<file path="config.mk">
export PLATFORM = sky130hd
export DESIGN_NAME = instr_issue_ctrl
export DESIGN_NICKNAME = d
export VERILOG_FILES = /design/src/rtl/instr_issue_ctrl.sv
export SDC_FILE = /design/constraint.sdc
export NUM_CORES = 1
export LEC_CHECK = 0
export BUFFER_PORTS_ARGS = -buffer_cell sky130_fd_sc_hd__buf_4
export CORE_ASPECT_RATIO = 2
export CORE_UTILIZATION = 50
export CTS_BUF_LIST = sky130_fd_sc_hd__clkbuf_4
export DETAILED_ROUTE_END_ITERATION = 10
export HOLD_SLACK_MARGIN = 0.15
export PLACE_DENSITY = 0.73
export SLEW_MARGIN = 20
export SYNTH_ARGS = -nofsm -noshare
export SYNTH_HDL_FRONTEND = slang
export SYNTH_SLANG_ARGS = --single-unit
</file>
<file path="constraint.sdc">
create_clock -name clk -period 1.7 [get_ports clk]
set_input_delay 0 -clock clk [delete_from_list [all_inputs] [get_ports clk]]
set_output_delay 0 -clock clk [all_outputs]
set_load 0.02 [all_outputs]
</file>
<file path="src/rtl/instr_issue_ctrl.sv">
// Decode/issue controller for a 6-bit ADD/SUB ALU: one instruction in flight, accept->retire 3 cycles, instr_ready only in IDLE.
// DBG_READ_EN adds a combinational register-file read port (dbg_sel/dbg_data).
module instr_issue_ctrl #(
    parameter int NREG   = 4,
    parameter int REG_W  = 8,
    parameter int OPND_W = 6
) (
    input  logic                    clk,
    input  logic                    rst_n,
    input  logic                    instr_valid,
    output logic                    instr_ready,
    input  logic [16:0]             instr,
    output logic [OPND_W-1:0]       alu_a,
    output logic [OPND_W-1:0]       alu_b,
    output logic [2:0]              alu_opcode,
    input  logic [REG_W-1:0]        alu_res,
    output logic                    res_valid,
    output logic [REG_W-1:0]        res_data,
    output logic [$clog2(NREG)-1:0] res_rd,
    output logic                    illegal
`ifdef DBG_READ_EN
    ,
    input  logic [$clog2(NREG)-1:0] dbg_sel,
    output logic [REG_W-1:0]        dbg_data
`endif
);

    localparam int IDX_W = $clog2(NREG);

    localparam logic [2:0] OP_LOAD = 3'd0;
    localparam logic [2:0] OP_ADD  = 3'd1;
    localparam logic [2:0] OP_ADDI = 3'd2;
    localparam logic [2:0] OP_SUBI = 3'd4;
    localparam logic [2:0] OP_CLR  = 3'd5;

    typedef enum logic [1:0] {
        S_IDLE,
        S_DECODE,
        S_EXEC,
        S_WB
    } state_t;

    state_t             r_state;
    state_t             w_state_nxt;

    logic [2:0]         r_op;
    logic [IDX_W-1:0]   r_rd;
    logic [IDX_W-1:0]   r_rs1;
    logic [IDX_W-1:0]   r_rs2;
    logic [OPND_W-1:0]  r_imm;
    logic [REG_W-1:0]   r_regs [NREG];

    logic [OPND_W-1:0]  r_alu_a;
    logic [OPND_W-1:0]  r_alu_b;
    logic [2:0]         r_alu_opcode;
    logic               r_res_valid;
    logic [REG_W-1:0]   r_res_data;
    logic [IDX_W-1:0]   r_res_rd;
    logic               r_illegal;

    logic               w_ready;
    logic               w_accept;
    logic               w_decode;
    logic               w_drop;
    logic               w_capture;
    logic               w_wb;
    logic               w_alu_op;
    logic               w_imm_op;
    logic [REG_W-1:0]   w_imm_zx;
    logic [REG_W-1:0]   w_result;
    logic               w_unused;

    // instr[7:6] carry no meaning
    assign w_unused = &{1'b0, instr[7:6]};

    always_ff @(posedge clk or negedge rst_n) begin
        if (!rst_n) begin
            r_state <= S_IDLE;
        end else begin
            r_state <= w_state_nxt;
        end
    end

    always_comb begin
        w_state_nxt = r_state;
        w_ready     = 1'b0;
        w_accept    = 1'b0;
        w_decode    = 1'b0;
        w_drop      = 1'b0;
        w_capture   = 1'b0;
        w_wb        = 1'b0;
        case (r_state)
            S_IDLE: begin
                w_ready = rst_n;
                if (instr_valid && rst_n) begin
                    w_accept    = 1'b1;
                    w_state_nxt = S_DECODE;
                end
            end
            S_DECODE: begin
                w_decode = 1'b1;
                if (r_op > OP_CLR) begin
                    w_drop      = 1'b1;
                    w_state_nxt = S_IDLE;
                end else begin
                    w_state_nxt = S_EXEC;
                end
            end
            S_EXEC: begin
                w_capture   = 1'b1;
                w_state_nxt = S_WB;
            end
            S_WB: begin
                w_wb        = 1'b1;
                w_state_nxt = S_IDLE;
            end
            default: w_state_nxt = S_IDLE;
        endcase
    end

    assign w_alu_op = (r_op >= OP_ADD) && (r_op <= OP_SUBI);
    assign w_imm_op = (r_op == OP_ADDI) || (r_op == OP_SUBI);
    assign w_imm_zx = {{(REG_W-OPND_W){1'b0}}, r_imm};

    always_comb begin
        w_result = alu_res;
        case (r_op)
            OP_LOAD: w_result = w_imm_zx;
            OP_CLR:  w_result = '0;
            default: w_result = alu_res;
        endcase
    end

    // Non-ALU ops park the ALU on opcode 000 so its output is a harmless zero.
    always_ff @(posedge clk or negedge rst_n) begin
        if (!rst_n) begin
            r_op         <= '0;
            r_rd         <= '0;
            r_rs1        <= '0;
            r_rs2        <= '0;
            r_imm        <= '0;
            r_alu_a      <= '0;
            r_alu_b      <= '0;
            r_alu_opcode <= '0;
            r_res_valid  <= 1'b0;
            r_res_data   <= '0;
            r_res_rd     <= '0;
            r_illegal    <= 1'b0;
            for (int i = 0; i < NREG; i++) begin
                r_regs[i] <= '0;
            end
        end else begin
            r_res_valid <= w_capture;
            r_illegal   <= w_drop;
            if (w_accept) begin
                r_op  <= instr[16:14];
                r_rd  <= instr[13:12];
                r_rs1 <= instr[11:10];
                r_rs2 <= instr[9:8];
                r_imm <= instr[5:0];
            end
            if (w_decode) begin
                r_alu_a      <= r_regs[r_rs1][OPND_W-1:0];
                r_alu_b      <= w_imm_op ? r_imm : r_regs[r_rs2][OPND_W-1:0];
                r_alu_opcode <= w_alu_op ? r_op : OP_LOAD;
            end
            if (w_capture) begin
                r_res_data <= w_result;
                r_res_rd   <= r_rd;
            end
            if (w_wb) begin
                r_regs[r_res_rd] <= r_res_data;
            end
        end
    end

    assign instr_ready = w_ready;
    assign alu_a       = r_alu_a;
    assign alu_b       = r_alu_b;
    assign alu_opcode  = r_alu_opcode;
    assign res_valid   = r_res_valid;
    assign res_data    = r_res_data;
    assign res_rd      = r_res_rd;
    assign illegal     = r_illegal;

`ifdef DBG_READ_EN
    assign dbg_data = r_regs[dbg_sel];
`endif

endmodule
</file>
==> impl_metrics.yaml <==
die:
  die_h_um: 113
  start_util: 0.515
  dieArea_um2: 6520
  core_area_um2: 6010
  pin_count: 56
  num_rows: 40
  die_w_um: 57.6
worst_setup_path:
  path_buf_inv: 2
  crit_path_frequent_cell: "buf_4"
  start_kind: "register"
  crit_slowest_cell: "dfrtp_1"
  crit_required_ns: 2.01
  cp-end-kind: "register"
  cp_top_family: "flip-flops"
  crit_arrival_ns: 1.86
  cp_max_fo: 9
  critPathMaxStageDelay_ns: 0.47
  crit_type: "register to register"
  crit_path_cell_trace: "buf_4 -> nor3_4 -> buf_4 -> mux2_2"
clock_tree:
  cts-root-buf: "clkbuf_4"
  clock_sinks: 68
  insertion_delay_ns: 0.42
  path_clk_slew_ns: 0.11
  cts-buffers-inserted: 9
  cts_tree: "done"
  cts_setup_buffers: 0
  cts.path.max_buffers: 2
  htreeDepth: 3
  post_cts_resized: 0
timing:
  finalCritPeriodShare: 0.912
  fin_worst_skew_ns: 0.0118
  slew_viol_final: 0
  layout_min_cycle_time_ns: 1.55
  rsz0062_at_grt: "false"
  max_freq_mhz: 645
  maxSlewHeadroom: 0.541
  fin_tns_setup_ns: 0
  fin_hold_ws_ns: 0.296
  setup_viol: 0
  hold_viol: 0
  worst_pin_slew_ns: 0.689
status:
  failed_checks: "DRC"
  status: "complete, but fails checks"
placed_design:
  routabilityCongestion: 0.818
  placed_area_um2: 3570
  dpl.hpwl_mm: 4.69
  port_buffers: 53
drt:
  drt_first_iter_violations: 104
  ant_nets: 0
  drc: 6
  wl_per_cell_um: 18.4
  first_pass_iters: 8
  via_per_inst: 5.67
  wl_mm: 7.26
  vias: 2233
final_layout:
  nets: 355
  drive_gt1_frac: 0.411
  diodes: 0
  final_util: 0.660
  final_area_um2: 3960
  area_growth_pct: 28.2
power:
  p_total_mw: 7.87
  power.density_nw_per_um2: 1980
  p_leak_nw: 1.80
  peakVddDrop_uv: 1140
hold_path:
  hold_path.class: "input pin to async pin"
yosys:
  syn_inst: 239
  ys_ff_latch: 68
  syn-num-nets: 267
  synth_warnings: 0
  synth_area_leaders: "dfrtp_1 (55%), mux2_2 (11%), mux4_2 (8.7%)"
  synth_area_um2: 3090
  syn_area_per_cell_um2: 12.9
  synth_top_area_share: 0.550
  yosysTopAreaCell: "dfrtp_1"
  ys_types: 29
  yosysSeqAreaShare: 0.550
grt:
  grt_pass1_vias: 2245
  overflow: 0
  gr-usage-all-layers: 0.245
  grt_start_max_net_pins: 56
  antenna_found_initial: 0
  grt_pass1_wl_mm: 11.4
job:
  drv_cap: 0
[cell families after synthesis]
logic type             share of synthesized area
AND/OR/NAND/NOR                           0.0935
multiplexers                               0.249
XOR/XNOR                                 0.00850
buffers and inverters                     0.0332
flip-flops                                 0.550
AO/OA/AOI/OAI                             0.0656
[state kept, by name (all words and copies together), names as in the netlist, named ones only]
signal / cells
r_rd: 2
r_rs2: 2
illegal: 1
res_valid: 1
r_rs1: 2
res_rd: 2
alu_opcode: 3
r_regs: 24
r_op: 3
alu_a: 6
res_data: 8
alu_b: 6
r_state: 1
r_imm: 6
[worst min-delay path: stages]
cell,delay [ns]
dlygate4sd3_1,0.53
buf_4,0.14
buf_4,0.56
[cell usage in the layout (no fill, tap or decap), types with 3 or more instances in the layout]
cell type and count:
dfrtp_1 68, nand2_1 33, o21ai_0 13, mux4_2 12
inv_1 3, mux2_2 31, a31oi_1 12, mux2_4 10
nor2_1 16, a21oi_1 7, buf_4 66, dlygate4sd3_1 26
clkbuf_4 12
[metal layers]
metal,track usage,part of all wire,up-vias
met5,0,0,-
met4,0.150,0.044,0
met3,0.0583,0.037,19
met2,0.414,0.55,66
met1,0.272,0.37,1111
li1,-,-,1037
[cell usage after synthesis, drive strengths merged]
master and n:
dfrtp 68, mux2 41, nand2 33, nor2 16
o21ai 13, a31oi 12, mux4 12, buf 11
a21oi 7, clkbuf 4, inv 3, nor3 3
nand2b 2, nand4b 2, o22ai 2, xor2 2
a21o 1, and2b 1, nand3 1, nand4 1
nor2b 1, nor3b 1, o31ai 1, xnor2 1
[power by group]
group / switching (mW) / internal, mW
Clock: 0.540 / 0.484
Sequential: 0.873 / 2.42
Combinational: 1.65 / 1.90
Total: 3.06 / 4.81
[stage by stage]
step / setup slack (ns) / cells
2_1_floorplan: 0.304 / 239
5_1_grt: 0.0806 / 394
4_1_cts: 0.168 / 394
6_report: 0.150 / 394
3_5_place_dp: 0.178 / 353
3_3_place_gp: 0.212 / 353
[final cells by class]
| class | count | area (um^2) |
|---|---|---|
| Clock buffer | 12 | 90.1 |
| Clock inverter | 3 | 38.8 |
| Fill cell | 486 | 2040 |
| Inverter | 3 | 11.3 |
| Multi-Input combinational cell | 153 | 1290 |
| Sequential cell | 68 | 1700 |
| Tap cell | 63 | 78.8 |
| Timing Repair Buffer | 92 | 756 |
[worst paths after layout]
check                           endpoint  slack, ns  cells past startpoint
max                             r_imm[1]       0.15                      4
min                        alu_opcode[1]       0.30                      3
max reg2reg                     r_imm[1]       0.15                      4
min reg2reg                alu_opcode[2]       0.47                      2
max in group asynchronous    res_data[7]       0.64                      3
min in group clk                 r_op[2]       0.35                      3
[repair_timing]
action | CTS | global route
setup endpoints to repair | 0 | 0
hold buffers | 26 | 0
hold endpoints to repair | 92 | 0
Note: power is estimated with default switching activity, not from simulation.
